### src/rtl/matmul_sequencer_pkg.sv
// Shared definitions for the matrix-multiply sequencer: FSM encoding, default
// widths and the derivation of the maximum matrix dimension.
package matmul_sequencer_pkg;

   localparam int unsigned DefDataWidth = 32;
   localparam int unsigned DefBusWidth  = 64;

   typedef enum logic [2:0] {
      StIdle      = 3'd0,
      StLoad      = 3'd1,
      StCompute   = 3'd2,
      StDrain     = 3'd3,
      StWriteback = 3'd4,
      StDone      = 3'd5
   } state_e;

   // Number of elements that fit in one operand row.
   function automatic int unsigned calc_max_dim(int unsigned bus_width,
                                                int unsigned data_width);
      return bus_width / data_width;
   endfunction

endpackage

### src/rtl/seq_counter.sv
// Loadable up-counter with a terminal-count flag; it holds at the limit, so it
// never wraps.
module seq_counter #(
   parameter int unsigned Width = 2
) (
   input  logic             clk,
   input  logic             rst_n,
   input  logic             load,
   input  logic [Width-1:0] load_value,
   input  logic             enable,
   input  logic [Width-1:0] limit,
   output logic [Width-1:0] count,
   output logic             tc
);

   logic [Width-1:0] count_q;

   always_ff @(posedge clk or negedge rst_n) begin
      if (!rst_n) begin
         count_q <= '0;
      end else if (load) begin
         count_q <= load_value;
      end else if (enable && !tc) begin
         count_q <= count_q + Width'(1);
      end
   end

   assign tc    = (count_q == limit);
   assign count = count_q;

endmodule

### src/rtl/matmul_sequencer.sv
// Control sequencer for a matrix-multiply PE array: arbitrates operand-memory
// bus access and steps through load, compute, drain and writeback phases.
module matmul_sequencer
   import matmul_sequencer_pkg::*;
#(
   parameter int unsigned DATA_WIDTH = DefDataWidth,
   parameter int unsigned BUS_WIDTH  = DefBusWidth,
   parameter int unsigned PE_LATENCY = 2,
   localparam int unsigned MAX_DIM   = calc_max_dim(BUS_WIDTH, DATA_WIDTH),
   localparam int unsigned AW        = $clog2(MAX_DIM),
   localparam int unsigned CW        = AW + 1
) (
   input  logic          clk_i,
   input  logic          rst_ni,
   input  logic          start_i,
   input  logic [CW-1:0] dim_n_i,
   input  logic [CW-1:0] dim_k_i,
   input  logic          apb_req_i,
   output logic          apb_gnt_o,
   output logic [AW-1:0] a_addr_o,
   output logic [AW-1:0] b_addr_o,
   output logic          mem_we_o,
   output logic          pe_clear_o,
   output logic          pe_valid_o,
   output logic          res_we_o,
   output logic [AW-1:0] res_addr_o,
   output logic          busy_o,
   output logic          done_o,
   output logic          error_o
);

   localparam int unsigned DrW       = (PE_LATENCY > 1) ? $clog2(PE_LATENCY) : 1;
   localparam int unsigned DrainLast = (PE_LATENCY > 0) ? PE_LATENCY - 1 : 0;

   state_e        state_q, state_d;
   logic [CW-1:0] dim_n_q, dim_n_d;
   logic [CW-1:0] dim_k_q, dim_k_d;
   logic          pending_q, pending_d;
   logic          error_q, error_d;
   logic          start_legal;

   logic [CW-1:0]  k_count, row_count;
   logic [DrW-1:0] drain_count;
   logic           k_tc, row_tc, drain_tc;
   logic           unused_bits;

   assign start_legal = (dim_n_i != '0) && (dim_n_i <= CW'(MAX_DIM)) &&
                        (dim_k_i != '0) && (dim_k_i <= CW'(MAX_DIM));

   // Each counter sits at zero outside its own phase, so entering a phase
   // always starts from a cleared count.
   seq_counter #(.Width(CW)) u_k_counter (
      .clk        (clk_i),
      .rst_n      (rst_ni),
      .load       (state_q != StCompute),
      .load_value ('0),
      .enable     (state_q == StCompute),
      .limit      (dim_k_q - CW'(1)),
      .count      (k_count),
      .tc         (k_tc)
   );

   seq_counter #(.Width(CW)) u_row_counter (
      .clk        (clk_i),
      .rst_n      (rst_ni),
      .load       (state_q != StWriteback),
      .load_value ('0),
      .enable     (state_q == StWriteback),
      .limit      (dim_n_q - CW'(1)),
      .count      (row_count),
      .tc         (row_tc)
   );

   seq_counter #(.Width(DrW)) u_drain_counter (
      .clk        (clk_i),
      .rst_n      (rst_ni),
      .load       (state_q != StDrain),
      .load_value ('0),
      .enable     (state_q == StDrain),
      .limit      (DrW'(DrainLast)),
      .count      (drain_count),
      .tc         (drain_tc)
   );

   assign unused_bits = ^{k_count[CW-1], row_count[CW-1], drain_count};

   always_ff @(posedge clk_i or negedge rst_ni) begin
      if (!rst_ni) begin
         state_q   <= StIdle;
         dim_n_q   <= '0;
         dim_k_q   <= '0;
         pending_q <= 1'b0;
         error_q   <= 1'b0;
      end else begin
         state_q   <= state_d;
         dim_n_q   <= dim_n_d;
         dim_k_q   <= dim_k_d;
         pending_q <= pending_d;
         error_q   <= error_d;
      end
   end

   always_comb begin
      state_d   = state_q;
      dim_n_d   = dim_n_q;
      dim_k_d   = dim_k_q;
      pending_d = pending_q;
      error_d   = 1'b0;
      unique case (state_q)
         StIdle: begin
            if (start_i) begin
               if (start_legal) begin
                  dim_n_d = dim_n_i;
                  dim_k_d = dim_k_i;
                  // The bus keeps the memories while it asks; launch once it lets go.
                  if (apb_req_i) begin
                     pending_d = 1'b1;
                  end else begin
                     pending_d = 1'b0;
                     state_d   = StLoad;
                  end
               end else begin
                  error_d = 1'b1;
               end
            end else if (pending_q && !apb_req_i) begin
               pending_d = 1'b0;
               state_d   = StLoad;
            end
         end
         StLoad:      state_d = StCompute;
         StCompute:   if (k_tc) state_d = (PE_LATENCY == 0) ? StWriteback : StDrain;
         StDrain:     if (drain_tc) state_d = StWriteback;
         StWriteback: if (row_tc) state_d = StDone;
         StDone:      state_d = StIdle;
         default:     state_d = StIdle;
      endcase
   end

   always_comb begin
      apb_gnt_o  = 1'b0;
      a_addr_o   = '0;
      pe_clear_o = 1'b0;
      pe_valid_o = 1'b0;
      res_we_o   = 1'b0;
      res_addr_o = '0;
      busy_o     = 1'b1;
      done_o     = 1'b0;
      unique case (state_q)
         // Grant is gated by reset so every output is low while reset is held.
         StIdle: begin
            busy_o    = 1'b0;
            apb_gnt_o = apb_req_i & rst_ni;
         end
         StLoad:    pe_clear_o = 1'b1;
         StCompute: begin
            pe_valid_o = 1'b1;
            a_addr_o   = k_count[AW-1:0];
         end
         StDrain: ;
         StWriteback: begin
            res_we_o   = 1'b1;
            res_addr_o = row_count[AW-1:0];
         end
         StDone:  done_o = 1'b1;
         default: busy_o = 1'b0;
      endcase
   end

   assign b_addr_o = a_addr_o;
   assign mem_we_o = apb_gnt_o;
   assign error_o  = error_q;

endmodule

### config.mk
export PLATFORM = sky130hd
export DESIGN_NAME = matmul_sequencer
export DESIGN_NICKNAME = d
export VERILOG_FILES = /design/src/rtl/matmul_sequencer_pkg.sv /design/src/rtl/seq_counter.sv /design/src/rtl/matmul_sequencer.sv
export SDC_FILE = /design/constraint.sdc
export NUM_CORES = 1
export LEC_CHECK = 0
export CORE_UTILIZATION = 55
export DETAILED_ROUTE_END_ITERATION = 8
export DONT_BUFFER_PORTS = 1
export PLACE_DENSITY = 0.78
export SKIP_LAST_GASP = 1
export SLEW_MARGIN = 20
export SYNTH_ARGS = -nofsm -noshare
export SYNTH_HDL_FRONTEND = slang
export SYNTH_SLANG_ARGS = --single-unit
### constraint.sdc
create_clock -name clk_i -period 1.6 [get_ports clk_i]
set_input_delay 0.24 -clock clk_i [delete_from_list [all_inputs] [get_ports clk_i]]
set_output_delay 0.24 -clock clk_i [all_outputs]
set_load 0.1 [all_outputs]
======== Word-level counts from Yosys, hierarchy flattened ========
Index checks and enable logic that the tools add are counted.
storage, ports and cells
  flip-flop bits (word level) ............. 14
  bits of input ports ..................... 8
  output and inout bits ................... 11
  logic and storage cells ................. 84
cells by class
  add/subtract/negate cells ............... 5
  magnitude comparators ................... 2
  equality and inequality tests ........... 17
  multiplexer cells ....................... 29
  bitwise gates (word level) .............. 1
  reductions and logical operators ........ 22
operator list
  kind                                                                   count
  3-bit two-way mux                                                      7
  1-bit two-way mux                                                      17
  3-bit one-hot mux with 5 select lines                                  1
  3-bit != test, second input constant                                   4
  2-bit nonzero test                                                     6
  2-bit two-way mux                                                      4
  1-bit logical AND                                                      7
  3-bit by 2-bit equality test with 1-bit output, second input constant  2
  3-bit equality test, second input constant                             2
  2-bit != test, second input constant                                   3
  3-bit by 2-bit != test with 1-bit output, second input constant        2
  3-bit AND reduction                                                    2
  6-bit AND reduction                                                    1
  5-bit OR reduction                                                     1
  2-bit by 1-bit adder with 2-bit output, second input constant          2
  2-bit equality test                                                    2
  2-bit less-or-equal comparator, second input constant                  2
  1-bit zero test                                                        4
  2-bit by 1-bit subtractor with 2-bit output, second input constant     2
  3-bit by 1-bit equality test with 1-bit output, second input constant  1
  3-bit zero test                                                        1
  2-bit by 1-bit != test with 1-bit output, second input constant        1
  1-bit adder, second input constant                                     1
  1-bit bitwise AND                                                      1

======== Longest topological paths before layout ========
Gate-level depths: netlist (run 1).
  depth after elaboration ................. 7
  mapped depth ............................ 6
  mapped depth without buffers ............ 5

======== Cells and area by module ========
A second synthesis (run 1) with hierarchy kept.
unflattened totals
  cells, all modules ...................... 102
  area, all modules ....................... 975.9 um^2
modules (own cells, without submodules)
  module                          instances  cells an instance  area an instance (um^2)  seq. area each (um^2)
  matmul_sequencer                1          65                 620.6                    225.2
  seq_counter at u_k_counter ...  2          16                 151.4                    50.0
  seq_counter at u_drain_counter  1          5                  52.6                     25.0

======== Least setup slack after synthesis (run 1) ========
No wires, ideal clock.
  path type ............................... reg2out
  start ................................... register state_q[1]
  end ..................................... output port res_addr_o
  arrival ................................. 2.182 ns
  required time ........................... 1.360 ns
  setup slack ............................. -0.822 ns
  cell stages (with the launch flop) ...... 4
  path through ............................ dfrtp_1 > buf_6 > or3b_4 > nor2_1
between the ends
  word-level cells in the longest chain between the ends .. 2
RTL lines
  item                    line                     RTL
  from (decl)             matmul_sequencer.sv:35   state_e state_q, state_d;
  from (signal assigned)  matmul_sequencer.sv:89   state_q <= StIdle;
  from (signal assigned)  matmul_sequencer.sv:95   state_q <= state_d;
  3-bit equality test     matmul_sequencer.sv:148  unique case (state_q)
  1-bit two-way mux       matmul_sequencer.sv:148
  to (decl)               matmul_sequencer.sv:26   output logic [AW-1:0] res_addr_o,
Every way passes these cells.

======== Worst setup path after layout (run 1) ========
  start ................................... register state_q[0]
  end ..................................... output port res_addr_o
The elaborated chain is that of the path after synthesis.

==> run metrics, run 1 <==
actual slew at the worst max-slew pin 0.644 ns; final wirelength 1.90 mm; critical path endpoint category primary output; Final #Nets 110; PwrDens 2230 nW/um^2; IO Port Bufs 0; placed instance count 103; Fill cells 67; total track usage 0.271; routed length per instance 16.4 microns; # IOs 19; final setup violation count 9; dpl hpwl 1.24 mm; largest net degree at the start of global routing 15; global-route wire length before repair 2.68 mm; die area 1610 sq um; drt drc 0; CTS sink count 14; max_slew headroom 0.569; total grt overflow 0; Cells after Synth 78; CP max-delay cell dfrtp_2; Startpoint Class flop; filler-free cell count of the finished design 116; RSZ-0062 raised after global routing true; vias per cell 5.64; Top Layer Used met4; CTS tree yes; clock-pin slew on the worst setup and hold paths 0.09 ns; min-delay worst type in2reg; Core Area 1330 sq um; Via Count 654; initial antenna violation count 0; Rows 13; CP Class reg2out; DR iter-0 viols 17; die extent in y 40.2 microns; Largest stage delay, worst path 0.45 ns; clk_lat worst skew 0.28 ns; die width 40.2 microns; YS warnings 0; crit-path cells or3b_4 -> nor2_4 -> buf_12; Peak VDD IR 1130 uV; CP delay by family, top simple AND/OR/NAND/NOR gates; Final Skew 0.00115 ns; Async S/R FF share, synth 1.00; register area share after synthesis 0.438; metal3 WL 86 microns; Placed Area 1030 sq um; H-tree depth 1; Sum Neg Setup Slack -0.652 ns; most frequent cells in the layout dfrtp_1 (12), buf_4 (11), buf_12 (9); CTS buffer count 3; CP Max Fanout 4; status complete, but fails checks; Final min period 1.72 ns; mapped cell area 801 sq um; GPL Wtd Cong 0.804; most common cell after layout, fill and taps aside dfrtp_1; EDFF count, synth 0; Layout Cell Area excl Fill 1140 sq um; syn nets 86; Post-synth top flop dfrtp_1; remaining antenna violation count 0; Fin. Hold Viols 0; Initial Utilization 0.600; Distinct cells, synth 33; met2 WL 1.02 mm; flop and latch count out of synthesis 14; 1st-pass router iterations 4; crit path DAT 1.48 ns; Slew Limit Fails 0; Area growth, synth to finish 42.8%; max-cap violation count 0; CTS max path bufs 2; worst path bufs/invs 1; CP required 1.36 ns; vias in the first global route 597; setup ws final -0.117 ns; fraction of layout cells with a size suffix above 1 0.436; final worst-path cycle share 1.07; Metal-1 WL 788 microns; static leakage 0.538 nW; ant diodes 0; root buffer cell clkbuf_4; Fmax 582 MHz; average cell area after synthesis 10.3 sq um; failing checks negative setup slack
-- logic make-up (layout without fill, tap and decap cells) --
logic type / after synthesis / in the layout / share of synthesized area
mux: 6 / 6 / 0.0781
fa+ha+maj: 1 / 1 / 0.0125
compound gates: 11 / 11 / 0.113
flops: 14 / 14 / 0.438
xor+xnor: 5 / 5 / 0.0547
simple gates: 29 / 29 / 0.220
buf+inv: 12 / 35 / 0.0844
-- power by group --
part / switching, W / internal [W]
logic: 0.000974 / 0.000677
registers: 0.000142 / 0.000493
clock network: 0.000121 / 0.000139
total: 0.00124 / 0.00131
-- synthesized netlist by cell type (all sizes together) (2+ instances only) --
cell type,n,area share
and2,3,0.025
a21oi,2,0.013
xor2,3,0.033
inv,8,0.038
mux2,2,0.028
xnor2,2,0.022
mux2i,4,0.050
and3,3,0.025
dfrtp,14,0.44
nor4b,2,0.022
buf,4,0.047
o21ai,2,0.013
nor2,7,0.033
a31oi,2,0.034
nand3,2,0.013
nand2,5,0.023
-- path summary, 6_finish.rpt --
kind,cells past startpoint,endpoint,slack [ns],start
worst max-delay path,3,res_addr_o,-0.12,state_q[0]
worst min register to register,1,state_q[0],0.51,u_drain_counter.count
worst max register to register,5,state_q[1],0.01,state_q[0]
min in group asynchronous,1,error_o,0.41,rst_ni
worst min-delay path,1,dim_k_q[0],0.04,dim_k_i[1]
max in group asynchronous,1,state_q[0],0.74,rst_ni
-- area by class of cell --
class | count | area [sq um] | share of cell area
multi-input cells | 52 | 407 | 0.356
flip-flops and latches | 14 | 353 | 0.309
repair buffers | 23 | 295 | 0.258
clock buffers | 4 | 36.3 | 0.0317
inverters | 8 | 33.8 | 0.0295
well taps | 15 | 18.8 | 0.0164
-- metrics by stage --
stage	setup slack [ns]	power (W)	hold slack [ns]	util
after floorplan	-0.0704	0.00170	-0.0556	-
after global placement	0.162	0.00204	-0.0553	0.769
after detailed placement	0.141	0.00209	-0.0553	0.769
after CTS	-0.130	0.00246	0.0338	0.842
after global routing	-0.156	0.00266	0.0270	0.857
final	-0.117	0.00254	0.0370	0.857
-- sequential cells by signal, summed over array words and instances (netlist names) --
signal / cells
u_drain_counter.count: 1
u_k_counter.count: 2
pending_q: 1
dim_k_q: 2
error_o: 1
u_row_counter.count: 2
state_q: 3
dim_n_q: 2
-- worst register-to-register path, cell delays in order (launching register included) --
cell	delay, ns
dfrtp_2	0.45
or3b_4	0.45
buf_4	0.17
a31oi_4	0.14
a32o_2	0.17
o22a_1	0.15
-- routing by layer --
layer	vias to the layer above	GRT usage
li1	314	-
met3	2	0.0667
met1	317	0.344
met4	0	0.0259
met5	-	0
met2	21	0.480
-- timing repair --
item,4_1_cts,5_1_grt
hold buffers,1,0
setup buffers,6,2
resized for setup,3,2
endpoints found under the hold margin,14,0
pin swaps,3,2
setup endpoints to repair,9,12
Power figures use the tool's default switching activity.
==> inputs of run 2 (changes only) <==
--- a/config.mk
+++ b/config.mk
@@ -5,10 +5,10 @@
 export SDC_FILE = /design/constraint.sdc
 export NUM_CORES = 1
 export LEC_CHECK = 0
-export CORE_UTILIZATION = 55
+export CORE_UTILIZATION = 59
 export DETAILED_ROUTE_END_ITERATION = 8
 export DONT_BUFFER_PORTS = 1
-export PLACE_DENSITY = 0.78
+export PLACE_DENSITY = 0.83
 export SKIP_LAST_GASP = 1
 export SLEW_MARGIN = 20
 export SYNTH_ARGS = -nofsm -noshare
==> run metrics, run 2 <==
mapped cell area 801 sq um (unchanged); worst ep type top-level output; CTS buffer count 3 (unchanged); YS warnings 0 (unchanged); commonest cells in the netlist dfrtp_1 (14), inv_1 (8), nor2_1 (7); top post-synthesis cells by area dfrtp_1 (44%), mux2i_1 (5.0%), inv_1 (3.8%); syn nets 86 (unchanged); placed instance count 100 (-2.9%); largest net degree at the start of global routing 15; initial antenna violation count 0; Post-synth top flop dfrtp_1; die extent in y 38.8 microns (-3.3%); EDFF count, synth 0 (unchanged); dpl hpwl 1.27 mm (+2.6%); Cells after Synth 78 (unchanged); register area share after synthesis 0.438 (unchanged); die width 38.8 microns (-3.3%); post-GRT worst EP res_addr_o; H-tree depth 1 (unchanged); CTS sink count 14 (unchanged); Run Error [ERROR DPL-0033] detailed placement checks failed during check placement.; Initial Utilization 0.675 (+0.0747); flop and latch count out of synthesis 14 (unchanged); IO Port Bufs 0 (unchanged); last stage reached 5_1_grt; root buffer cell clkbuf_4; status stopped before the end; # IOs 19 (unchanged); most instantiated library cell after synthesis dfrtp_1; CTS max path bufs 2 (unchanged); GPL Wtd Cong 0.868 (+8.0%); leading area contributor after synthesis dfrtp_1; Rows 12 (-1); Distinct cells, synth 33 (unchanged); average cell area after synthesis 10.3 sq um (unchanged); Yosys top cell area share 0.438 (unchanged); Async S/R FF share, synth 1.00 (unchanged)
[run 2: cell counts after synthesis]
No cell type changed its count.
[run 2: repair_timing]
action	4_1_cts
setup buffers	5
resized for setup	11
hold endpoints to repair	14
setup endpoints to repair	9
pin swaps	2
hold buffers	1
[run 2: logic make-up after synthesis]
logic type | Yosys count | synth area share
AND/OR/NAND/NOR | 29 | 0.220
flip-flops | 14 | 0.438
buffers and inverters | 12 | 0.0844
AO/OA/AOI/OAI | 11 | 0.113
multiplexers | 6 | 0.0781
XOR/XNOR | 5 | 0.0547
adder cells (fa/ha/maj) | 1 | 0.0125
[run 2: stage by stage]
stage,utilization,setup TNS [ns],cell area (sq um),worst slack (ns)
after detailed placement,0.841,0,997,0.143
after CTS,0.935,-0.752,1110,-0.147
after global placement,0.841,0,997,0.166
after floorplan,-,-0.165,840,-0.0704
==> inputs of run 3 (changes only) <==
--- a/config.mk
+++ b/config.mk
@@ -5,10 +5,11 @@
 export SDC_FILE = /design/constraint.sdc
 export NUM_CORES = 1
 export LEC_CHECK = 0
-export CORE_UTILIZATION = 59
+export CORE_AREA = 2 2 63 65
 export DETAILED_ROUTE_END_ITERATION = 8
+export DIE_AREA = 0 0 65 67
 export DONT_BUFFER_PORTS = 1
-export PLACE_DENSITY = 0.83
+export PLACE_DENSITY_LB_ADDON = 0.15
 export SKIP_LAST_GASP = 1
 export SLEW_MARGIN = 20
 export SYNTH_ARGS = -nofsm -noshare
==> run metrics, run 3 (same netlist as run 1, synthesis figures left out) <==
Pwr Total 0.00256 W; Final #Nets 108; # IOs 19 (unchanged); global-route wire length before repair 2.97 mm; total track usage 0.0929; PwrDens 2180 nW/um^2; Fill cells 373; drt drc 0; Reg-to-Reg End state_q[1]; CP Max Fanout 6; routed length per instance 12.1 microns; most frequent cells in the layout dfrtp_1 (13), buf_4 (11), buf_12 (8); most common cell after layout, fill and taps aside dfrtp_1; Peak VDD IR 546 uV; Placement Setup Slack 0.137 ns (-0.00606 ns); Placed Area 1040 sq um (+4.3%); CTS tree yes; H-tree depth 1 (unchanged); crit-path cells or3b_4 -> nor2_4 -> buf_12; final wirelength 1.77 mm; max FFs per register 3; max_slew headroom 0.518; die extent in y 67 microns (+73%); CP max-delay cell dfrtp_2; Fin. Hold Viols 0; Worst Setup SP state_q[0]; Startpoint Class flop; total grt overflow 0; vias per cell 4.19; CP required 1.36 ns; min-delay worst type in2reg; Slew Limit Fails 0; clk_lat worst skew 0.25 ns; failing checks negative setup slack; vias in the first global route 644; Switch Pwr 0.00120 W; CTS sink count 14 (unchanged); Area growth, synth to finish 46.7%; setup ws final -0.0758 ns; CTS max path bufs 2 (unchanged); die width 65 microns (+67%); Layout Utilization 0.326; Gate power share 0.610; 1st-pass router iterations 4; Net Sw Frac 0.470; crit path to res_addr_o; RSZ-0062 raised after global routing true; final worst-path cycle share 1.05; R2R setup slack 0.05 ns; Clock power frac 0.142; Fmax 597 MHz; hold path start dim_k_i[1]; CP Class reg2out; final setup violation count 6; reg2reg path depth 5; largest net degree at the start of global routing 15; Via Count 616; status complete, but fails checks; crit path DAT 1.44 ns; ant diodes 0; IO Port Bufs 0 (unchanged); GPL Wtd Cong 0.675 (-22%); Core Area 3610 sq um; critical path endpoint category primary output; Layout Cell Area excl Fill 1170 sq um; actual slew at the worst max-slew pin 0.720 ns; remaining antenna violation count 0; Final min period 1.68 ns; die area 4360 sq um; fraction of layout cells with a size suffix above 1 0.424; root buffer cell clkbuf_8; static leakage 0.532 nW; DR iter-0 viols 11; clock-pin slew on the worst setup and hold paths 0.06 ns; Final Skew 0.00220 ns; Rows 22 (+10); initial antenna violation count 0; Int Power 0.00135 W; Initial Utilization 0.222 (-0.453); register share of total power 0.248; dpl hpwl 1.31 mm (+3.3%); max-cap violation count 0; Largest Register state_q; CTS buffer count 3 (unchanged); Largest stage delay, worst path 0.45 ns; Sum Neg Setup Slack -0.191 ns; Worst R2R Start state_q[0]
==> run 3: metal layers <==
layer / up-vias / global-route usage / part of all wire
li1: 308 / - / -
met1: 291 / 0.0998 / 0.45
met2: 13 / 0.160 / 0.49
met3: 4 / 0.0236 / 0.041
met4: 0 / 0.0638 / 0.024
met5: - / 0 / 0
==> run 3: worst min path at each step <==
| stage | end | slack, ns | cells after the start |
|---|---|---|---|
| 2_1_floorplan | dim_k_q[0] | -0.06 | 0 |
| 3_3_place_gp | pending_q | -0.06 | 0 |
| 3_5_place_dp | pending_q | -0.06 | 0 |
| 4_1_cts | dim_k_q[0] | 0.07 | 1 |
| 5_1_grt | dim_n_q[0] | 0.08 | 1 |
| 6_report | dim_k_q[0] | 0.07 | 1 |
==> run 3: timing repair <==
item,4_1_cts,5_1_grt
buffers inserted,6,2
hold endpoints to repair,14,0
pin swaps,2,4
hold buffers,1,0
cloned,0,0
gates resized for setup,2,3
setup endpoints to repair,8,14
==> run 3: area by class of cell <==
type	instances	area, sq um	area share
Inverter	8	33.8	0.0288
Sequential cell	14	352	0.299
Clock buffer	4	55.1	0.0469
Timing Repair Buffer	21	264	0.225
Tap cell	48	60.1	0.0511
Multi-Input combinational cell	52	410	0.349
==> run 3: power groups by stage <==
stage          logic (W)  clock network, W  registers [W]
2_1_floorplan    0.00107                 0       0.000632
3_3_place_gp     0.00143                 0       0.000638
3_5_place_dp     0.00143                 0       0.000648
4_1_cts          0.00152          0.000370       0.000637
5_1_grt          0.00166          0.000390       0.000659
6_report         0.00156          0.000362       0.000634
==> run 3: metrics by stage <==
| stage | hold slack (ns) | std cells |
|---|---|---|
| after floorplan | -0.0556 | 78 |
| after global placement | -0.0552 | 134 |
| after detailed placement | -0.0552 | 134 |
| after CTS | 0.0701 | 145 |
| after global routing | 0.0829 | 147 |
| final | 0.0724 | 147 |
==> run 3: critical path, delay by kind of cell (launching register included) <==
family / cells / cell delay [ns]
flops: 1 / 0.45
simple gates: 2 / 0.55
buf+inv: 1 / 0.18
==> inputs of run 4 (changes only) <==
--- a/config.mk
+++ b/config.mk
@@ -10,6 +10,7 @@
 export DIE_AREA = 0 0 65 67
 export DONT_BUFFER_PORTS = 1
 export PLACE_DENSITY_LB_ADDON = 0.15
+export SETUP_SLACK_MARGIN = 0.05
 export SKIP_LAST_GASP = 1
 export SLEW_MARGIN = 20
 export SYNTH_ARGS = -nofsm -noshare
==> run metrics, run 4 (same netlist as run 1, synthesis figures left out) <==
Placed Area 1040 sq um (unchanged); total track usage 0.0957 (+0.00277); static leakage 0.548 nW (+2.9%); max_slew headroom 0.543 (+0.0248); CP delay by family, top simple AND/OR/NAND/NOR gates; Fmax 603 MHz (+1.1%); root buffer cell clkbuf_8; dpl hpwl 1.39 mm (+5.7%); Layout Cell Area excl Fill 1230 sq um (+4.7%); register area 353 sq um (+0.36%); hold path start dim_n_i[1]; crit path DAT 1.42 ns (-0.02 ns); largest net degree at the start of global routing 15 (unchanged); Via Count 642 (+4.2%); final worst-path cycle share 1.04 (-0.0112); routed length per instance 12.5 microns (+3.5%); Fill cells 376 (+0.80%); Final Skew 0.00139 ns (-0.000812 ns); reg2reg path depth 5 (unchanged); Reg-to-Reg End state_q[1]; IO Port Bufs 0 (unchanged); Worst Setup SP state_q[0]; RSZ-0062 raised after global routing true; # IOs 19 (unchanged); die area 4360 sq um (unchanged); Final min period 1.66 ns (-0.0179 ns); most frequent cells in the layout dfrtp_1 (12), buf_4 (11), buf_12 (9); Core Area 3610 sq um (unchanged); CTS max path bufs 2 (unchanged); fraction of layout cells with a size suffix above 1 0.485 (+0.0609); Initial Utilization 0.222 (unchanged); Rows 22 (unchanged); R2R setup slack 0.06 ns (about the same); CP max-delay cell or3b_4; crit-path cells or3b_4 -> nor2_4 -> buf_12; Slew Limit Fails 0 (unchanged); worst hold margin 0.0807 ns (+0.00832 ns); total grt overflow 0 (unchanged); Startpoint Class flop; status complete, but fails checks; vias per cell 4.31 (+2.8%); max-cap violation count 0 (unchanged); Fin. Hold Viols 0 (unchanged); Peak VDD IR 548 uV (+0.33%); CP Max Fanout 3 (-3); CTS sink count 14 (unchanged); global-route wire length before repair 3.13 mm (+5.3%); Largest stage delay, worst path 0.44 ns (about the same); die extent in y 67 microns (unchanged); CTS tree yes; worst path bufs/invs 1 (unchanged); actual slew at the worst max-slew pin 0.683 ns (-0.0371 ns); Layout Utilization 0.341 (+0.0153); Worst R2R Start state_q[0]; vias in the first global route 678 (+5.3%); Area growth, synth to finish 53.6%; CTS buffer count 3 (unchanged); CP required 1.36 ns (about the same); Final #Nets 110 (+1.9%); final setup violation count 6 (unchanged); Largest Register state_q; DR iter-0 viols 23 (+12); final wirelength 1.86 mm (+4.9%); die width 65 microns (unchanged); multi-input logic area 433 sq um (+5.5%); 1st-pass router iterations 2 (-2); most common cell after layout, fill and taps aside dfrtp_1; remaining antenna violation count 0 (unchanged); PwrDens 2200 nW/um^2 (+0.92%); H-tree depth 1 (unchanged); hold path cells 1 (unchanged); clk_lat worst skew 0.24 ns (about the same); drt drc 0 (unchanged); clock-pin slew on the worst setup and hold paths 0.06 ns (about the same); CP Class reg2out; setup ws final -0.0578 ns (+0.0179 ns); initial antenna violation count 0 (unchanged); GPL Wtd Cong 0.684 (+1.4%); critical path endpoint category primary output; min-delay worst type in2reg; ant diodes 0 (unchanged); Hold EP dim_n_q[0]; failing checks negative setup slack; max FFs per register 3 (unchanged)
## run 4: cell count changes in the layout (fill, tap and decap cells not counted), sizes merged
cell / change
buf: +2
## run 4: metrics by stage
stage | setup TNS (ns) | instances | total power (W) | setup slack [ns]
finish | -0.204 | 149 | 0.00270 | -0.0578
global route | -0.579 | 149 | 0.00288 | -0.0985
CTS | -0.197 | 147 | 0.00266 | -0.0649
detailed placement | 0 | 134 | 0.00208 | 0.128
global placement | 0 | 134 | 0.00207 | 0.141
floorplan | -0.165 | 78 | 0.00171 | -0.0704
## run 4: power by group
part           switching [W]  internal (W)  total [W]
clock               0.000130      0.000218   0.000347
sequential          0.000145      0.000494   0.000639
combinational       0.000975      0.000739    0.00171
total                0.00125       0.00145    0.00270
## run 4: how the worst max path moves through the flow
stage | end | slack [ns] | depth (start not counted)
global placement | res_addr_o | 0.14 | 3
CTS | res_addr_o | -0.06 | 3
global route | res_addr_o | -0.1 | 3
floorplan | mem_we_o | -0.07 | 4
detailed placement | res_addr_o | 0.13 | 3
finish | res_addr_o | -0.06 | 3
## run 4: worst reg2reg max path: stages (launching register included)
cell     delay [ns]
dfrtp_2        0.43
or3b_4         0.44
buf_4          0.17
a31oi_4        0.13
a32o_2         0.16
o22a_1         0.13
## run 4: what timing repair did
action,4_1_cts,5_1_grt
hold buffers,1,0
endpoints found under the setup margin,9,14
pin swaps,4,4
resized for setup,9,4
setup buffers,8,2
hold endpoints to repair,14,0
## run 4: layout make-up
class                           count  area share
Inverter                            8      0.0275
Sequential cell                    14       0.287
Clock buffer                        4      0.0448
Timing Repair Buffer               23       0.240
Tap cell                           48      0.0488
Multi-Input combinational cell     52       0.352
## run 4: routing by layer
| layer | global-route usage | share of wire | vias to the layer above |
|---|---|---|---|
| met5 | 0 | 0 | - |
| met2 | 0.175 | 0.53 | 12 |
| met4 | 0.0399 | 0.015 | 0 |
| li1 | - | - | 313 |
| met1 | 0.104 | 0.41 | 315 |
| met3 | 0.0253 | 0.040 | 2 |
